$ cat config.mk
export PLATFORM = sky130hd
export DESIGN_NAME = pool2d_1
export DESIGN_NICKNAME = d
export VERILOG_FILES = /design/src/rtl/cnn_pkg.sv /design/src/rtl/pool_max_vec.sv /design/src/rtl/pool2d_1.sv
export SDC_FILE = /design/constraint.sdc
export NUM_CORES = 2
export LEC_CHECK = 0
export BUFFER_PORTS_ARGS = -buffer_cell sky130_fd_sc_hd__buf_4
export CORE_ASPECT_RATIO = 1.75
export CORE_MARGIN = 2
export CORE_UTILIZATION = 45
export DETAILED_ROUTE_END_ITERATION = 8
export PLACE_DENSITY = 0.71
export SETUP_SLACK_MARGIN = 0.2
export SYNTH_ARGS = -nofsm -noshare
export SYNTH_HDL_FRONTEND = slang
export SYNTH_SLANG_ARGS = --single-unit
$ cat constraint.sdc
create_clock -name clk -period 5.4 [get_ports clk]
set_input_delay 0.27 -clock clk [delete_from_list [all_inputs] [get_ports clk]]
set_output_delay 0.27 -clock clk [all_outputs]
set_load 0.01 [all_outputs]
$ cat src/rtl/cnn_pkg.sv
// Shared constants for the CNN layer blocks: sample and bus geometry,
// layer-1 map dimensions and the pooling receiver state encoding.
package cnn_pkg;

  localparam int DATA_WIDTH    = 16;
  localparam int KERNAL_NUM    = 6;
  localparam int ADDR_WIDTH    = 16;

  localparam int L1_IN_WIDTH   = 31;
  localparam int L1_IN_HEIGHT  = 31;
  localparam int L1_OUT_WIDTH  = L1_IN_WIDTH / 2;
  localparam int L1_OUT_HEIGHT = L1_IN_HEIGHT / 2;

  typedef enum logic [1:0] {
    ST_IDLE = 2'd0,
    ST_RUN  = 2'd1,
    ST_DONE = 2'd2
  } pool_state_e;

endpackage

$ cat src/rtl/pool_max_vec.sv
// Per-lane signed maximum of two packed channel vectors (purely combinational).
// On a tie the common value is returned, so the choice of operand is irrelevant.
module pool_max_vec #(
  parameter int DATA_WIDTH = 16,
  parameter int LANES      = 6
) (
  input  logic [LANES*DATA_WIDTH-1:0] a_i,
  input  logic [LANES*DATA_WIDTH-1:0] b_i,
  output logic [LANES*DATA_WIDTH-1:0] max_o
);

  // Lane-by-lane two's complement compare, no widening.
  always_comb begin
    max_o = '0;
    for (int j = 0; j < LANES; j++) begin
      if ($signed(a_i[j*DATA_WIDTH +: DATA_WIDTH]) >= $signed(b_i[j*DATA_WIDTH +: DATA_WIDTH]))
        max_o[j*DATA_WIDTH +: DATA_WIDTH] = a_i[j*DATA_WIDTH +: DATA_WIDTH];
      else
        max_o[j*DATA_WIDTH +: DATA_WIDTH] = b_i[j*DATA_WIDTH +: DATA_WIDTH];
    end
  end

endmodule

$ cat src/rtl/pool2d_1.sv
// Layer-1 2x2/stride-2 max-pool receiver: consumes the 31x31 conv write
// stream, emits a 15x15 pooled map in raster order and pulses done at frame end.
// Optional build macro: POOL2D_1_ADDR_CHECK_EN adds a sticky check of the
// incoming beat address against the internal raster position.
//
// state   | meaning
// --------+-------------------------------------------------
// IDLE    | waiting for a frame, row/col counters at zero
// RUN     | receiving a frame
// DONE    | single cycle after the (last row, last col) beat
module pool2d_1 #(
  parameter int DATA_WIDTH = cnn_pkg::DATA_WIDTH,
  parameter int KERNAL_NUM = cnn_pkg::KERNAL_NUM,
  parameter int ADDR_WIDTH = cnn_pkg::ADDR_WIDTH,
  parameter int IN_WIDTH   = cnn_pkg::L1_IN_WIDTH,
  parameter int IN_HEIGHT  = cnn_pkg::L1_IN_HEIGHT
) (
  input  logic                             clk,
  input  logic                             rst,
  input  logic                             pool_1_in_wr_en,
  input  logic [ADDR_WIDTH-1:0]            pool_1_in_addr,
  input  logic [KERNAL_NUM*DATA_WIDTH-1:0] pool_1_in_bus,
  output logic                             pool_1_out_wr_en,
  output logic [ADDR_WIDTH-1:0]            pool_1_out_addr,
  output logic [KERNAL_NUM*DATA_WIDTH-1:0] pool_1_out_bus,
  output logic                             pool_1_done,
  output logic                             pool_1_addr_err
);
  import cnn_pkg::*;

  localparam int BUS_W      = KERNAL_NUM * DATA_WIDTH;
  localparam int OUT_WIDTH  = IN_WIDTH / 2;
  localparam int OUT_HEIGHT = IN_HEIGHT / 2;
  localparam int CW         = $clog2(IN_WIDTH);
  localparam int RW         = $clog2(IN_HEIGHT);
  localparam int LW         = $clog2(OUT_WIDTH);

  pool_state_e           state_q, state_d;
  logic [CW-1:0]         col_q, col_d;
  logic [RW-1:0]         row_q, row_d;
  logic [ADDR_WIDTH-1:0] out_cnt_q, out_cnt_d;
  logic [BUS_W-1:0]      hold_q;
  logic [BUS_W-1:0]      linebuf_q [OUT_WIDTH];
  logic                  out_wr_en_q;
  logic [ADDR_WIDTH-1:0] out_addr_q;
  logic [BUS_W-1:0]      out_bus_q;

  logic             col_last, row_last, pair_col, pair_row;
  logic             hold_we, lb_we, emit;
  logic [LW-1:0]    lb_idx;
  logic [BUS_W-1:0] hmax, vmax;

  // Row/col are zero whenever the FSM is outside RUN (wrapped on the last
  // beat or cleared by reset), so the counters steer the datapath directly.
  assign col_last = (col_q == CW'(IN_WIDTH - 1));
  assign row_last = (row_q == RW'(IN_HEIGHT - 1));
  assign pair_col = col_q[0] && ((col_q >> 1) < CW'(OUT_WIDTH));
  assign pair_row = (row_q >> 1) < RW'(OUT_HEIGHT);
  assign lb_idx   = LW'(col_q >> 1);

  assign hold_we  = pool_1_in_wr_en && !col_q[0];
  assign lb_we    = pool_1_in_wr_en && pair_col && pair_row && !row_q[0];
  assign emit     = pool_1_in_wr_en && pair_col && pair_row &&  row_q[0];

  pool_max_vec #(.DATA_WIDTH(DATA_WIDTH), .LANES(KERNAL_NUM)) u_hmax (
    .a_i  (hold_q),
    .b_i  (pool_1_in_bus),
    .max_o(hmax)
  );

  pool_max_vec #(.DATA_WIDTH(DATA_WIDTH), .LANES(KERNAL_NUM)) u_vmax (
    .a_i  (linebuf_q[lb_idx]),
    .b_i  (hmax),
    .max_o(vmax)
  );

  // Next-state, raster counters and output index.
  always_comb begin
    state_d   = state_q;
    col_d     = col_q;
    row_d     = row_q;
    out_cnt_d = out_cnt_q;

    case (state_q)
      ST_RUN: begin
        if (pool_1_in_wr_en && col_last && row_last) state_d = ST_DONE;
      end
      default: begin
        state_d = pool_1_in_wr_en ? ST_RUN : ST_IDLE;
        if (pool_1_in_wr_en) out_cnt_d = '0;
      end
    endcase

    if (pool_1_in_wr_en) begin
      if (col_last) begin
        col_d = '0;
        row_d = row_last ? '0 : row_q + 1'b1;
      end else begin
        col_d = col_q + 1'b1;
      end
    end

    // A frame-start beat is (0,0) and never emits, so this cannot race the clear.
    if (emit) out_cnt_d = out_cnt_q + 1'b1;
  end

  // State, counters, pairing storage and registered outputs.
  always_ff @(posedge clk) begin
    if (rst) begin
      state_q     <= ST_IDLE;
      col_q       <= '0;
      row_q       <= '0;
      out_cnt_q   <= '0;
      hold_q      <= '0;
      out_wr_en_q <= 1'b0;
      out_addr_q  <= '0;
      out_bus_q   <= '0;
      for (int i = 0; i < OUT_WIDTH; i++) linebuf_q[i] <= '0;
    end else begin
      state_q     <= state_d;
      col_q       <= col_d;
      row_q       <= row_d;
      out_cnt_q   <= out_cnt_d;
      out_wr_en_q <= emit;
      if (hold_we) hold_q <= pool_1_in_bus;
      if (lb_we) linebuf_q[lb_idx] <= hmax;
      if (emit) begin
        out_addr_q <= out_cnt_q;
        out_bus_q  <= vmax;
      end
    end
  end

  assign pool_1_out_wr_en = out_wr_en_q;
  assign pool_1_out_addr  = out_addr_q;
  assign pool_1_out_bus   = out_bus_q;
  assign pool_1_done      = (state_q == ST_DONE);

`ifdef POOL2D_1_ADDR_CHECK_EN
  logic                  addr_err_q;
  logic [ADDR_WIDTH-1:0] exp_addr;

  assign exp_addr = ADDR_WIDTH'(row_q) * ADDR_WIDTH'(IN_WIDTH) + ADDR_WIDTH'(col_q);

  // Sticky until reset; observation only, the datapath never sees it.
  always_ff @(posedge clk) begin
    if (rst) addr_err_q <= 1'b0;
    else if (pool_1_in_wr_en && (pool_1_in_addr != exp_addr)) addr_err_q <= 1'b1;
  end

  assign pool_1_addr_err = addr_err_q;
`else
  logic unused_addr;
  assign unused_addr     = ^pool_1_in_addr;
  assign pool_1_addr_err = 1'b0;
`endif

endmodule

==> results.ini <==
[worst_setup_path]
end_kind = flip-flop
critPathMaxStageDelay_ns = 0.53
crit_family = compound AO/OA/AOI/OAI gates
worst-path-buf-inv = 1
path_cells = ha_1 > nor2b_1 > o211ai_1 > a2111oi_0 > a2111oi_0 > mux2_2 > mux2i_1 > inv_1 > ha_1 > nand2b_1 > a21o_1 > a211oi_1 > o31ai_1 > a31oi_1 > a211o_1 > nand2_1 > o221ai_1
cp.required_ns = 6.09
worstSetupPathType = reg -> reg
crit_arrival_ns = 5.63
startpoint_type = flip-flop
critPathMaxFanout = 14
crit_slowest_cell = mux2_2

[sta]
timing.final.hold_violations = 0
slew_violations = 0
fin_skew_ns = 0.04055
setup_viol = 0
fin_tns_setup_ns = 0
worst_pin_slew_ns = 1.191
period_minus_slack_ns = 4.939
maxClockFrequency_mhz = 202.5
rsz0062_at_grt = false
min_period_over_period_pct = 91.47
slew-limit-headroom_pct = 20.59

[synth]
synth-warning-count = 0
synth-seq-cells = 1777
synthArstFlopShare_pct = 0
synth_edf_count = 1536
syn_inst = 5708
syn_area_um2 = 79590
synth-seq-area-share_pct = 64.02
ys.flop_type = edfxtp_1
syn_area_per_cell_um2 = 13.94
synth_cell_types = 68

[floorplanning]
dieHeight_um = 560.3
die_w_um = 321.9
num_rows = 204
die_area_um2 = 180400
ios = 230
coreArea_um2 = 176100
initial_core_util_pct = 45.19

[power]
power_mw = 30.28
ir_worst_vdd_uv = 249.9
total_leakage_power_nw = 33.55
powerDensity_nw_per_um2 = 331.9

[routing]
dr.first_iter.drc_count = 5580
drtPass1Iterations = 8
vias_per_cell = 5.997
wirelength_mm = 230.0
wl_per_cell_um = 27.15
route.detailed.drc = 0
ant_nets = 0
via_count = 50820

[clock_tree]
clock_latency_ns = 0.82
clockBufferDepth = 4
cts_sinks = 1777
cts_root_buffer = clkbuf_16
cts_tree = yes
path_clk_slew_ns = 0.07
numCtsBuffers = 162
cts_htree_levels = 4

[worst_hold_path]
hold_class = in -> reg

[placed_design]
place.gp.congestion = 0.8253
hpwl_mm = 131.5
portBuffers = 212

[global_route]
grt_pass1_vias = 52269
grt_max_degree = 97
grt_use_total_pct = 25.41
overflow = 0
grt_antenna_before_repair = 13
grt_pass1_wl_mm = 336.5

[finish]
area_growth_syn_to_layout_pct = 14.66
fin_nets = 6396
drive_gt1_share_pct = 21.42

[run]
maxCapViolations = 0

[status]
outcome = finished, final reports clean

synth_stat cells, drive strengths merged, types with 2 or more instances:
| cell type | instances | area [µm²] |
|---|---|---|
| or3 | 9 | 61.31 |
| clkbuf | 306 | 1149 |
| a2111oi | 6 | 52.55 |
| nor3b | 52 | 400.4 |
| nand2b | 25 | 156.4 |
| mux4 | 480 | 10810 |
| nand3 | 28 | 140.1 |
| o22ai | 3 | 18.77 |
| a32oi | 16 | 140.1 |
| nor4b | 2 | 23.77 |
| nand3b | 15 | 112.6 |
| and4 | 2 | 17.52 |
| a21o | 43 | 322.8 |
| buf | 149 | 844.6 |
| xnor2 | 4 | 35.03 |
| nor2 | 1523 | 5757 |
| inv | 206 | 773.2 |
| a21oi | 194 | 1031 |
| or2 | 19 | 118.9 |
| o2111ai | 2 | 17.52 |
| nand4 | 36 | 225.2 |
| ha | 197 | 2465 |
| xor2 | 16 | 140.1 |
| nor3 | 11 | 55.05 |
| edfxtp | 1536 | 46120 |
| o211ai | 8 | 60.06 |
| a211oi | 28 | 215.2 |
| o221ai | 14 | 122.6 |
| o41ai | 2 | 17.52 |
| and3 | 4 | 25.02 |
| mux2i | 86 | 1254 |
| nand2 | 274 | 1028 |
| a211o | 2 | 17.52 |
| o21a | 4 | 30.03 |
| mux2 | 3 | 33.78 |
| dfxtp | 241 | 4825 |
| a31oi | 52 | 325.3 |
| o31ai | 4 | 43.79 |
| o211a | 2 | 20.02 |
| nor2b | 17 | 106.4 |
| o21ai | 75 | 375.4 |
final timing paths:
kind                       startpoint                  end  slack (ns)  cells after the start
setup reg to reg           hold_q[33]   pool_1_out_bus[44]        0.46                     17
hold / removal      pool_1_in_bus[36]           hold_q[36]        0.28                      4
setup / recovery           hold_q[33]   pool_1_out_bus[44]        0.46                     17
hold reg to reg   pool_1_out_addr[11]  pool_1_out_addr[11]        0.45                      2
cell families after synthesis:
| group | after synthesis | synth area share [%] |
|---|---|---|
| mux | 569 | 15.20 |
| fa+ha+maj | 197 | 3.097 |
| flops | 1777 | 64.02 |
| other cells | 1 | 0.004712 |
| simple gates | 2020 | 10.36 |
| xor+xnor | 20 | 0.2201 |
| compound gates | 463 | 3.619 |
| buf+inv | 661 | 3.476 |
cell usage in the layout, fill, tap and decap left out, types with 17 or more instances in the layout:
cell type and count:
edfxtp_1 1536, nor2_1 1505, mux4_2 480, buf_4 425, nand2_1 261, dfxtp_1 237
inv_1 201, ha_1 197, a21oi_1 177, clkbuf_16 168, dlygate4sd3_1 113, conb_1 97
o21ai_0 75, a31oi_1 51, nor3b_1 50, a21o_1 43, mux2i_1 38, nand4_1 36
clkbuf_1 32, buf_12 32, mux2i_4 29, clkinv_2 28, a211oi_1 27, nand3_1 25
mux2i_2 19, or2_2 18, clkinv_1 17
layout make-up:
cell class / instances / area (µm²)
fill: 14423 / 84870
sequential: 1777 / 50960
multi-input combinational: 3366 / 26580
timing repair buffer: 571 / 4977
clock buffer: 211 / 4476
tap: 2266 / 2835
inverter: 206 / 773.2
clock inverter: 73 / 636.9
antenna: 4 / 10.01
routing by layer:
layer  wire, µm  vias up  GRT usage, %
li1           -    21476             -
met4      11340       20         11.40
met5        118        -             0
met2     116100     3055         43.99
met3      23970      641         4.544
met1      78510    25628         30.92
worst reg2reg max path: stages, from the launching register on:
cell and delay, ns:
dfxtp_1 0.33, ha_1 0.29, nor2b_1 0.14, o211ai_1 0.21, a2111oi_0 0.13, a2111oi_0 0.51
mux2_2 0.53, mux2i_1 0.26, inv_1 0.10, ha_1 0.29, nand2b_1 0.15, a21o_1 0.18
a211oi_1 0.42, o31ai_1 0.13, a31oi_1 0.23, a211o_1 0.17, nand2_1 0.34, o221ai_1 0.43
power breakdown:
| part | switching [mW] | internal (mW) |
|---|---|---|
| clock | 5.06 | 6.34 |
| sequential | 0.170 | 15.4 |
| combinational | 2.06 | 1.28 |
sequential cells by signal, indices dropped and copies added, names as in the netlist, named ones only:
signal / cells
pool_1_out_addr: 16
col_q: 5
hold_q: 96
pool_1_out_wr_en: 1
out_cnt_q: 16
state_q: 2
linebuf_q: 1536
pool_1_out_bus: 96
row_q: 5
metrics by stage:
step	area [µm²]	util, %	setup WS, ns	std cells	hold WS (ns)
after global routing	91250	51.81	0.2107	8473	0.2977
after floorplan	79950	-	0.7754	5804	0.4060
final	91250	51.81	0.4607	8474	0.2807
after global placement	84970	48.25	0.2004	8071	0.4463
after CTS	91220	51.80	0.3698	8468	0.2454
after detailed placement	84970	48.25	0.02178	8071	0.4472
what timing repair did:
item | in CTS | in global routing
endpoints found under the hold margin | 163 | 0
setup buffers | 0 | 2
setup endpoints to repair | 11 | 19
hold buffers | 113 | 0
resized for setup | 1 | 1
No activity file was read; power rests on OpenSTA's default activity.
